--- src/rtl/parity_frame_rx.sv ---
// parity_frame_rx: serial frame receiver.
// Frame on the line: start bit (1), DATA_W data bits MSB first, odd-parity bit.
// in_bit is sampled only on in_valid=1 cycles, so gaps may appear anywhere.
//
// The decoded frame is captured at the edge that samples the parity bit.
// It is presented on the output register one edge later.
//
// Output handshake (valid/ready): a frame is transferred on any clock edge
// where out_valid=1 and out_ready=1. While out_valid=1, the signals data_out
// and par_err stay stable until that transfer happens. out_valid never drops
// without a transfer.
//
// Optional feature: define PARITY_FRAME_RX_ERRCNT_EN to build the saturating
// parity-error counter on err_cnt. Without it, err_cnt is tied to zero.
module parity_frame_rx #(
  parameter int DATA_W = 3
) (
  input  logic              clk,
  input  logic              rst,
  input  logic              in_valid,
  input  logic              in_bit,
  output logic              out_valid,
  input  logic              out_ready,
  output logic [DATA_W-1:0] data_out,
  output logic              par_err,
  output logic              overrun,
  output logic [7:0]        err_cnt
);

  // Counter only needs to index 0..DATA_W-1 within the data phase.
  localparam int CNT_W = (DATA_W > 1) ? $clog2(DATA_W) : 1;
  localparam logic [CNT_W-1:0] LAST_BIT = CNT_W'(DATA_W - 1);

  typedef enum logic [1:0] {
    IDLE = 2'd0,
    DATA = 2'd1,
    PAR  = 2'd2
  } state_t;

  state_t            state;
  state_t            state_nxt;
  logic [CNT_W-1:0]  cnt;
  logic [CNT_W-1:0]  cnt_nxt;
  logic [DATA_W-1:0] sr;
  logic [DATA_W-1:0] sr_nxt;
  logic [DATA_W:0]   sh_ext;

  // Completed-frame strobe and its parity verdict, decoded in the PAR state.
  logic              frame_done;
  logic              frame_perr;

  // Capture stage between the deserialiser and the output register.
  logic              done_q;
  logic [DATA_W-1:0] data_q;
  logic              perr_q;

  // Output register control.
  logic              load;
  logic              drop;

  // FSM state, bit counter and shift register.
  always_ff @(posedge clk) begin
    if (rst) begin
      state <= IDLE;
      cnt   <= '0;
      sr    <= '0;
    end else begin
      state <= state_nxt;
      cnt   <= cnt_nxt;
      sr    <= sr_nxt;
    end
  end

  // Next-state logic: start detection, MSB-first shifting, and the parity check.
  always_comb begin
    state_nxt  = state;
    cnt_nxt    = cnt;
    sr_nxt     = sr;
    sh_ext     = {sr, in_bit};
    frame_done = 1'b0;
    frame_perr = 1'b0;
    case (state)
      IDLE: begin
        // A 0 on the line is idle; a 1 is a start bit.
        if (in_valid && in_bit) begin
          state_nxt = DATA;
          cnt_nxt   = '0;
        end
      end
      DATA: begin
        if (in_valid) begin
          sr_nxt = sh_ext[DATA_W-1:0];
          if (cnt == LAST_BIT) begin
            state_nxt = PAR;
          end else begin
            cnt_nxt = cnt + 1'b1;
          end
        end
      end
      PAR: begin
        if (in_valid) begin
          // Good frame: data ones plus parity bit is odd.
          frame_done = 1'b1;
          frame_perr = ~((^sr) ^ in_bit);
          state_nxt  = IDLE;
        end
      end
      default: begin
        state_nxt = IDLE;
      end
    endcase
  end

  // Capture the completed frame at the parity-sampling edge.
  always_ff @(posedge clk) begin
    if (rst) begin
      done_q <= 1'b0;
      data_q <= '0;
      perr_q <= 1'b0;
    end else begin
      done_q <= frame_done;
      if (frame_done) begin
        data_q <= sr;
        perr_q <= frame_perr;
      end
    end
  end

  // A captured frame loads whenever the output slot is empty or being emptied.
  // It is dropped only when the held frame is not being taken this cycle.
  assign load = done_q && (!out_valid || out_ready);
  assign drop = done_q && out_valid && !out_ready;

  // Output register with hold-until-accepted semantics and an overrun pulse.
  always_ff @(posedge clk) begin
    if (rst) begin
      out_valid <= 1'b0;
      data_out  <= '0;
      par_err   <= 1'b0;
      overrun   <= 1'b0;
    end else begin
      overrun <= drop;
      if (load) begin
        out_valid <= 1'b1;
        data_out  <= data_q;
        par_err   <= perr_q;
      end else if (out_valid && out_ready) begin
        out_valid <= 1'b0;
      end
    end
  end

`ifdef PARITY_FRAME_RX_ERRCNT_EN
  // Count loaded frames that failed parity. Saturate at 255.
  always_ff @(posedge clk) begin
    if (rst) begin
      err_cnt <= 8'd0;
    end else if (load && perr_q && (err_cnt != 8'hFF)) begin
      err_cnt <= err_cnt + 8'd1;
    end
  end
`else
  assign err_cnt = 8'd0;
`endif

endmodule

--- config.mk ---
export PLATFORM = sky130hd
export DESIGN_NAME = parity_frame_rx
export DESIGN_NICKNAME = d
export VERILOG_FILES = /design/src/rtl/parity_frame_rx.sv
export SDC_FILE = /design/constraint.sdc
export NUM_CORES = 1
export LEC_CHECK = 0
export BUFFER_PORTS_ARGS = -buffer_cell sky130_fd_sc_hd__buf_4
export CAP_MARGIN = 25
export CORE_MARGIN = 5
export CORE_UTILIZATION = 45
export DETAILED_ROUTE_END_ITERATION = 6
export HOLD_SLACK_MARGIN = 0.06
export PLACE_DENSITY = 0.71
export SLEW_MARGIN = 15
export SYNTH_ARGS = -nofsm -noshare
export SYNTH_HDL_FRONTEND = slang
export SYNTH_SLANG_ARGS = --single-unit
--- constraint.sdc ---
create_clock -name clk -period 1.45 [get_ports clk]
set_input_delay 0.2175 -clock clk [delete_from_list [all_inputs] [get_ports clk]]
set_output_delay 0.2175 -clock clk [all_outputs]
set_load 0.02 [all_outputs]
==> metrics.txt, run 1 <==
Synth area leader dfxtp_1; top cell type's share of synthesized area 0.448; wire length per cell 11.2 um; Leakage Power 0.395 nW; vias per inst 4.85; Synthesis Warnings 0; Clock Skews 0.00108 ns; main flop type after synthesis dfxtp_1; Clock Root Buffer clkbuf_4; vias 601; Rows 15; Filler cells 161; 1st-pass router iterations 4; ANT cells 0; pin count of the biggest net entering global routing 19; vias in the first global route 507; Clock power frac 0.346; NumNets Final 106; CP Max Fanout 2; later-pin clock latency in the skew report 0.29 ns; Synth area leaders dfxtp_1 45%, buf_4 8.4%, mux2i_1 7.5%, a21oi_1 5.6%, nor2_1 3.7%; internal power 674 uW; fraction of layout instances using a drive strength above 1 0.253; post-route ant nets 0; worst r2r dst cnt[1]; crit share post-route 1.08; # DRC 0; switching pwr 197 uW; status complete, but fails checks; setup violators final 1; die area 2730 um^2; Hold Path Origin in_bit; Worst R2R Setup Slack -0.11 ns; worst setup path class flop to flop; Die Wd 52.3 um; RSZ-0062 raised after global routing true; worst vdd ir 0.000631 V; flops & latches, synth 18; HPWL Detailed 1030 um; total CTS buffers 3; Worst Path Required 1.68 ns; Post-synth ARST share 0; Max-cap violations 0; H-tree Lvls 1; Post-synth EDFFs 0; Syn Inst Count 87; postcts setup bufs 0; power share of the combinational group 0.075; post-synth cell types 26; grt met3 use 0.0598; GPL Wtd Cong 0.771; met2 track demand over resource 0.188; CTS clk-pin slew, worst paths 0.10 ns; GR peak layer met2; list of most frequent post-synthesis cells 18 x dfxtp_1, 9 x a21oi_1, 9 x buf_4, 8 x nor2_1, 6 x mux2i_1; pre-CTS worst setup slack -0.118 ns; Max clock buf depth 2; All-Layer GR Usage 0.109; CTS tree built; CP Launch Type flop; R2R Path Start cnt[0]; CTS Hold Bufs 0; sw frac 0.226; core area 1710 um^2; Tmin final 1.56 ns; final worst setup slack -0.112 ns; initial antenna violation count 0; Initial Util 0.471; Hold Crit Class input port to flop; sequential share of power 0.579; Pwr per Cell Area 928 nW/um^2; first-pass GRT wire length 2150 um; Die H 52.3 um; Syn Area/Cell 9.25 um^2; critical path endpoint category flop; Fmax 640 MHz; CP Launch Point cnt[0]; total gr overflow 0; drt total wl 1390 um; grt met1 use 0.119; Seq/Total Area, Yosys 0.448; capture point of the worst path cnt[1]; total negative slack -0.112 ns; Area growth syn-to-layout 16.6%; I/O Buffers 10; path depth of the worst reg2reg path 5; Num Clock Sinks 18; Critical Path AT 1.79 ns; Mapped Area 805 um^2; final hold violations 0; count leader, synth dfxtp_1; Iter 0 DRT Violations 6; Ports 19; failing checks negative setup slack; Max Transition Viols Final 0
[sequential cells by signal, indices dropped and copies added (netlist names)]
name / flops
cnt: 2
data_out: 3
data_q: 3
done_q: 1
out_valid: 1
overrun: 1
par_err: 1
perr_q: 1
sr: 3
state: 2
[repair_timing]
item	CTS	global route
cloned	0	0
hold endpoints to repair	0	0
resized for setup	2	4
pin swaps	0	1
endpoints found under the setup margin	1	2
[worst min-delay path by stage]
stage,slack [ns],to,depth (start not counted)
after floorplan,0.36,sr[0],2
after global placement,0.45,par_err,2
after detailed placement,0.46,par_err,2
after CTS,0.19,sr[0],3
after global routing,0.22,sr[0],3
final,0.19,sr[0],3
[worst max-delay path, stage by stage (launching register included)]
cell and delay, ns:
dfxtp_2 0.34, inv_2 0.04, ha_4 0.22, or3b_1 0.35, or4_4 0.42, a21oi_2 0.13
[area by class of cell]
type / count / area (um^2) / share of cell area
Clock buffer: 4 / 36.3 / 0.0387
Inverter: 2 / 7.51 / 0.00800
Multi-Input combinational cell: 63 / 410 / 0.437
Sequential cell: 18 / 363 / 0.387
Timing Repair Buffer: 12 / 90.1 / 0.0960
Tap cell: 25 / 31.3 / 0.0333
[cells by family after synthesis]
kind of cell,count (synthesis),share of synthesized area
adder cells (fa/ha/maj),1,0.0155
flip-flops,18,0.448
buffers and inverters,13,0.103
XOR/XNOR,3,0.0327
AND/OR/NAND/NOR,29,0.212
AO/OA/AOI/OAI,16,0.110
multiplexers,6,0.0747
other,1,0.00466
[routing by layer]
metal | vias up | routed length (um)
met5 | - | 0
met4 | 0 | 0
met3 | 0 | 109
met2 | 16 | 667
met1 | 276 | 611
li1 | 309 | -
[cells in the final DEF, fill, tap and decap left out, drive strengths merged]
| master | instances |
|---|---|
| nor2 | 8 |
| or4 | 2 |
| o21ai | 4 |
| or3b | 3 |
| o31ai | 2 |
| dfxtp | 18 |
| nor3 | 2 |
| buf | 12 |
| mux2i | 6 |
| xnor2 | 3 |
| a22o | 1 |
| nor2b | 2 |
| nand3 | 4 |
| nand2 | 1 |
| and2 | 1 |
| clkbuf | 4 |
| a21oi | 9 |
| conb | 8 |
| ha | 1 |
| nand4b | 1 |
| nand2b | 2 |
| inv | 2 |
| and3b | 1 |
| nand3b | 2 |
[power groups by stage]
stage | clock (mW) | combinational [mW] | sequential [mW]
after floorplan | 0 | 0.0673 | 0.511
after global placement | 0 | 0.0614 | 0.515
after detailed placement | 0 | 0.0626 | 0.515
after CTS | 0.310 | 0.0635 | 0.504
after global routing | 0.331 | 0.0719 | 0.506
final | 0.301 | 0.0650 | 0.504
[metrics by stage]
stage / hold slack [ns] / power (mW) / utilization / instance area (um^2) / instances
detailed placement: 0.465 / 0.578 / 0.514 / 878 / 120
floorplan: 0.361 / 0.579 / - / 832 / 94
global placement: 0.453 / 0.576 / 0.514 / 878 / 120
CTS: 0.186 / 0.878 / 0.543 / 927 / 124
finish: 0.188 / 0.871 / 0.549 / 938 / 124
global route: 0.217 / 0.909 / 0.549 / 938 / 124
Note: power is estimated with default switching activity, not from simulation.
==> run 2, diff against run 1 <==
CORE_UTILIZATION = 50   (was 45)
PLACE_DENSITY = 0.75   (was 0.71)
clock period = 1.5 ns   (was 1.45 ns; I/O delays follow)
==> run 2 against run 1 <==
Against the previous run: the flow still finishes with violations (negative setup slack); register-to-register slack better by 0.05 ns; highest routed layer unchanged; design area is 2.4% lower; largest power group unchanged; combinational power is 3.8% lower.
==> metrics.txt, run 2 (synthesized netlist as in run 1, its figures left out) <==
biggest regs data_out (3), data_q (3), sr (3); CP Max Fanout 2; critical path's top delay family simple AND/OR/NAND/NOR gates; Crit path largest cell delay 0.42 ns; worst setup path class flop to flop; Ports 19; Die Wd 50.1 um; failing checks negative setup slack; status complete, but fails checks; Clock Root Buffer clkbuf_4; Critical Path AT 1.79 ns; vias per inst 5.24; HPWL Detailed 993 um; wire length per cell 12.0 um; Max-cap violations 0; leading cell types in the layout, fill and taps excluded 17 x dfxtp_1, 11 x buf_4, 8 x nor2_1, 8 x a21oi_1, 8 x conb_1; most common cell after layout, fill and taps aside dfxtp_1; CTS tree built; R2R Path Start cnt[0]; Max clock buf depth 2; # DRC 0; H-tree Lvls 1; slowest CP cell or4_4; later-pin clock latency in the skew report 0.29 ns; total CTS buffers 3; Pwr per Cell Area 918 nW/um^2; vias in the first global route 508; Rows 14; fin util 0.601; fraction of layout instances using a drive strength above 1 0.224; I/O Buffers 10; buffer and inverter count on the worst path 1; CTS clk-pin slew, worst paths 0.10 ns; Iter 0 DRT Violations 3; postcts setup bufs 0; total gr overflow 0; Num Clock Sinks 18; pin count of the biggest net entering global routing 19; RSZ-0062 raised after global routing true; CP Launch Type flop; final hold violations 0; initial antenna violation count 0; final worst setup slack -0.0573 ns; Area growth syn-to-layout 13.8%; Leakage Power 0.388 nW; first-pass GRT wire length 2120 um; Worst Path Required 1.74 ns; GPL Wtd Cong 0.716; worst vdd ir 0.000884 V; Hold Path Origin in_bit; cells along the critical path inv_2 > ha_4 > or3b_1 > or4_4 > a21oi_2; total negative slack -0.0573 ns; All-Layer GR Usage 0.107; crit share post-route 1.04; NumNets Final 105; Max Transition Viols Final 0; Hold Crit Class input port to flop; CTS Hold Bufs 0; die area 2510 um^2; drt total wl 1370 um; Die H 50.1 um; Clock Skews 0.00686 ns; 1st-pass router iterations 3; ANT cells 0; vias 597; CP Launch Point cnt[0]; Tmin final 1.56 ns; core area 1520 um^2; setup violators final 1; critical path endpoint category flop; Initial Util 0.528; post-route ant nets 0; Fmax 642 MHz
run 2: area by class of cell:
| cell class | instances | area [um^2] |
|---|---|---|
| inverters | 2 | 7.51 |
| clock buffers | 4 | 36.3 |
| multi-input cells | 63 | 408 |
| repair buffers | 11 | 82.6 |
| flip-flops and latches | 18 | 362 |
| well taps | 16 | 20.0 |
| fillers | 146 | 608 |
run 2: metal layers:
layer | global-route usage | part of all wire
met1 | 0.121 | 0.42
met2 | 0.180 | 0.50
met3 | 0.0572 | 0.081
met4 | 0.0131 | 0
met5 | 0 | 0
run 2: through the flow:
step                      power [mW]  std cells  hold WS (ns)  cell area, um^2  setup WS (ns)
after CTS                      0.855        114         0.190              896         -0.102
after global routing           0.885        114         0.207              916         -0.106
after global placement         0.557        110         0.455              860        -0.0109
final                          0.841        114         0.201              916        -0.0573
after floorplan                0.560         94         0.369              832       -0.00147
after detailed placement       0.559        110         0.462              860        -0.0939
run 2: final timing paths:
| check | endpoint | slack, ns | cells past startpoint |
|---|---|---|---|
| max reg2reg | cnt[1] | -0.06 | 5 |
| max | cnt[1] | -0.06 | 5 |
| min | sr[0] | 0.20 | 3 |
| min reg2reg | data_out[1] | 0.47 | 2 |
run 2: timing repair:
action                                  CTS  global route
pin swaps                                 0             0
gates resized for setup                   1             3
endpoints found under the setup margin    1             1
run 2: worst register-to-register path: stages, from the launching register on:
cell	delay [ns]
dfxtp_2	0.35
inv_2	0.04
ha_4	0.22
or3b_1	0.35
or4_4	0.42
a21oi_2	0.12
run 2: power by group:
group	internal (mW)	switching, mW	leakage, nW
combinational	0.0213	0.0412	0.221
sequential	0.482	0.00545	0.146
clock	0.148	0.143	0.0210
==> run 3, diff against run 2 <==
CORE_UTILIZATION = 45   (was 50)
PLACE_DENSITY = 0.71   (was 0.75)
clock period = 1.4 ns   (was 1.5 ns; I/O delays follow)
==> run 3 against run 2 <==
Against the previous run: the run still ends with negative setup slack left; design area is 3.3% higher; clock power is 8.2% higher; worst hold slack worse by 0.0085 ns; first-iteration DRC count is 33% lower; final cell count is 9.6% higher; largest power group unchanged; critical endpoint unchanged; sequential power is 7.4% higher; die area is 8.8% higher; register-to-register slack worse by 0.09 ns; global-route usage is 0.39 points higher; clock skew is 0.0011 ns lower; fmax is 0.68% higher; power is 7.6% higher.
==> metrics.txt, run 3 (synthesized netlist as in run 1, its figures left out) <==
All-Layer GR Usage 0.111; total CTS buffers 3; Filler cells 163; Num Clock Sinks 18; I/O Buffers 10; status complete, but fails checks; Leakage Power 0.401 nW; vias in the first global route 565; Max Transition Viols Final 0; vias per inst 4.84; vias 605; HPWL Detailed 1010 um; Pwr per Cell Area 956 nW/um^2; fraction of layout instances using a drive strength above 1 0.260; post-route ant nets 0; critical path endpoint category flop; CTS tree built; cells along the critical path inv_2 > ha_4 > or3b_1 > or4_4 > a21oi_2; 1st-pass router iterations 2; postcts setup bufs 0; CTS Hold Bufs 0; Total Power 905 uW; GPL Wtd Cong 0.766; drt total wl 1410 um; Tmin final 1.55 ns; Max clock buf depth 2; worst vdd ir 0.000543 V; CTS clk-pin slew, worst paths 0.10 ns; grt met3 use 0.0256; Clock Root Buffer clkbuf_4; total gr overflow 0; leading cell types in the layout, fill and taps excluded 16 x dfxtp_1, 13 x buf_4, 8 x nor2_1, 8 x a21oi_1, 8 x conb_1; grt met1 use 0.128; worst setup path class flop to flop; Ports 19; Final Non-Filler Cells 125; Die H 52.3 um; Crit path largest cell delay 0.42 ns; biggest regs data_out (3), data_q (3), sr (3); ANT cells 0; Die Wd 52.3 um; pin count of the biggest net entering global routing 19; setup violators final 2; H-tree Lvls 1; final worst setup slack -0.147 ns; Critical Path AT 1.78 ns; Area growth syn-to-layout 17.6%; core area 1710 um^2; RSZ-0062 raised after global routing true; initial antenna violation count 0; die area 2730 um^2; slowest CP cell or4_4; NumNets Final 107; first-pass GRT wire length 2250 um; Clock Skews 0.00578 ns; CP Launch Type flop; GR peak layer met2; Iter 0 DRT Violations 2; Initial Util 0.471; Max-cap violations 0; Rows 15; Hold Crit Class input port to flop; # DRC 0; failing checks negative setup slack; crit share post-route 1.10; most common cell after layout, fill and taps aside dfxtp_1; fin util 0.554; Fmax 646 MHz; final hold violations 0; Placed Instances 121; CP Max Fanout 2; met2 track demand over resource 0.190; later-pin clock latency in the skew report 0.29 ns; wire length per cell 11.3 um; Worst Path Required 1.64 ns
## run 3: cell count changes in the layout (fill, tap and decap cells not counted)
cell and delta:
and2_1 -1, and2_4 +1, buf_4 +2, dfxtp_1 -1
dfxtp_2 +1
## run 3: repair_timing
item,in CTS,in global routing
pin swaps,1,1
endpoints found under the setup margin,2,2
resized for setup,5,2
## run 3: power by group
group	total (mW)	internal, mW	switching, mW
Combinational	0.0674	0.0229	0.0444
Clock	0.315	0.158	0.156
Sequential	0.523	0.517	0.00610
Total	0.905	0.698	0.207
## run 3: cell type report
class	instances	area, um^2	area share
multi-input combinational	63	410	0.434
timing repair buffer	13	97.6	0.103
sequential	18	363	0.384
clock buffer	4	36.3	0.0384
tap	25	31.3	0.0331
inverter	2	7.51	0.00794
## run 3: per-stage QoR
stage                     hold slack [ns]  cell area [um^2]  TNS, ns  setup WS (ns)
final                               0.193               946   -0.147         -0.147
after global routing                0.196               946   -0.240         -0.201
after CTS                           0.193               938   -0.171         -0.151
after detailed placement            0.459               886   -0.190         -0.180
after global placement              0.452               886   -0.111         -0.111
after floorplan                     0.354               832   -0.101         -0.101
## run 3: metal layers
layer / vias up / routed length [um]
li1: 311 / -
met1: 275 / 632
met2: 15 / 657
met3: 4 / 91
met4: 0 / 29
met5: - / 0
## run 3: worst paths after layout
path / end / depth (start not counted) / from / slack, ns
setup reg to reg: cnt[1] / 5 / cnt[0] / -0.15
hold reg to reg: par_err / 2 / perr_q / 0.47
setup / recovery: cnt[1] / 5 / cnt[0] / -0.15
hold / removal: sr[0] / 3 / in_bit / 0.19
## run 3: critical path: cells and delay by family, from the launching register on
family / cells / cell delay (ns)
AO/OA/AOI/OAI: 1 / 0.12
flip-flops: 1 / 0.35
AND/OR/NAND/NOR: 2 / 0.76
adder cells (fa/ha/maj): 1 / 0.22
buffers and inverters: 1 / 0.04
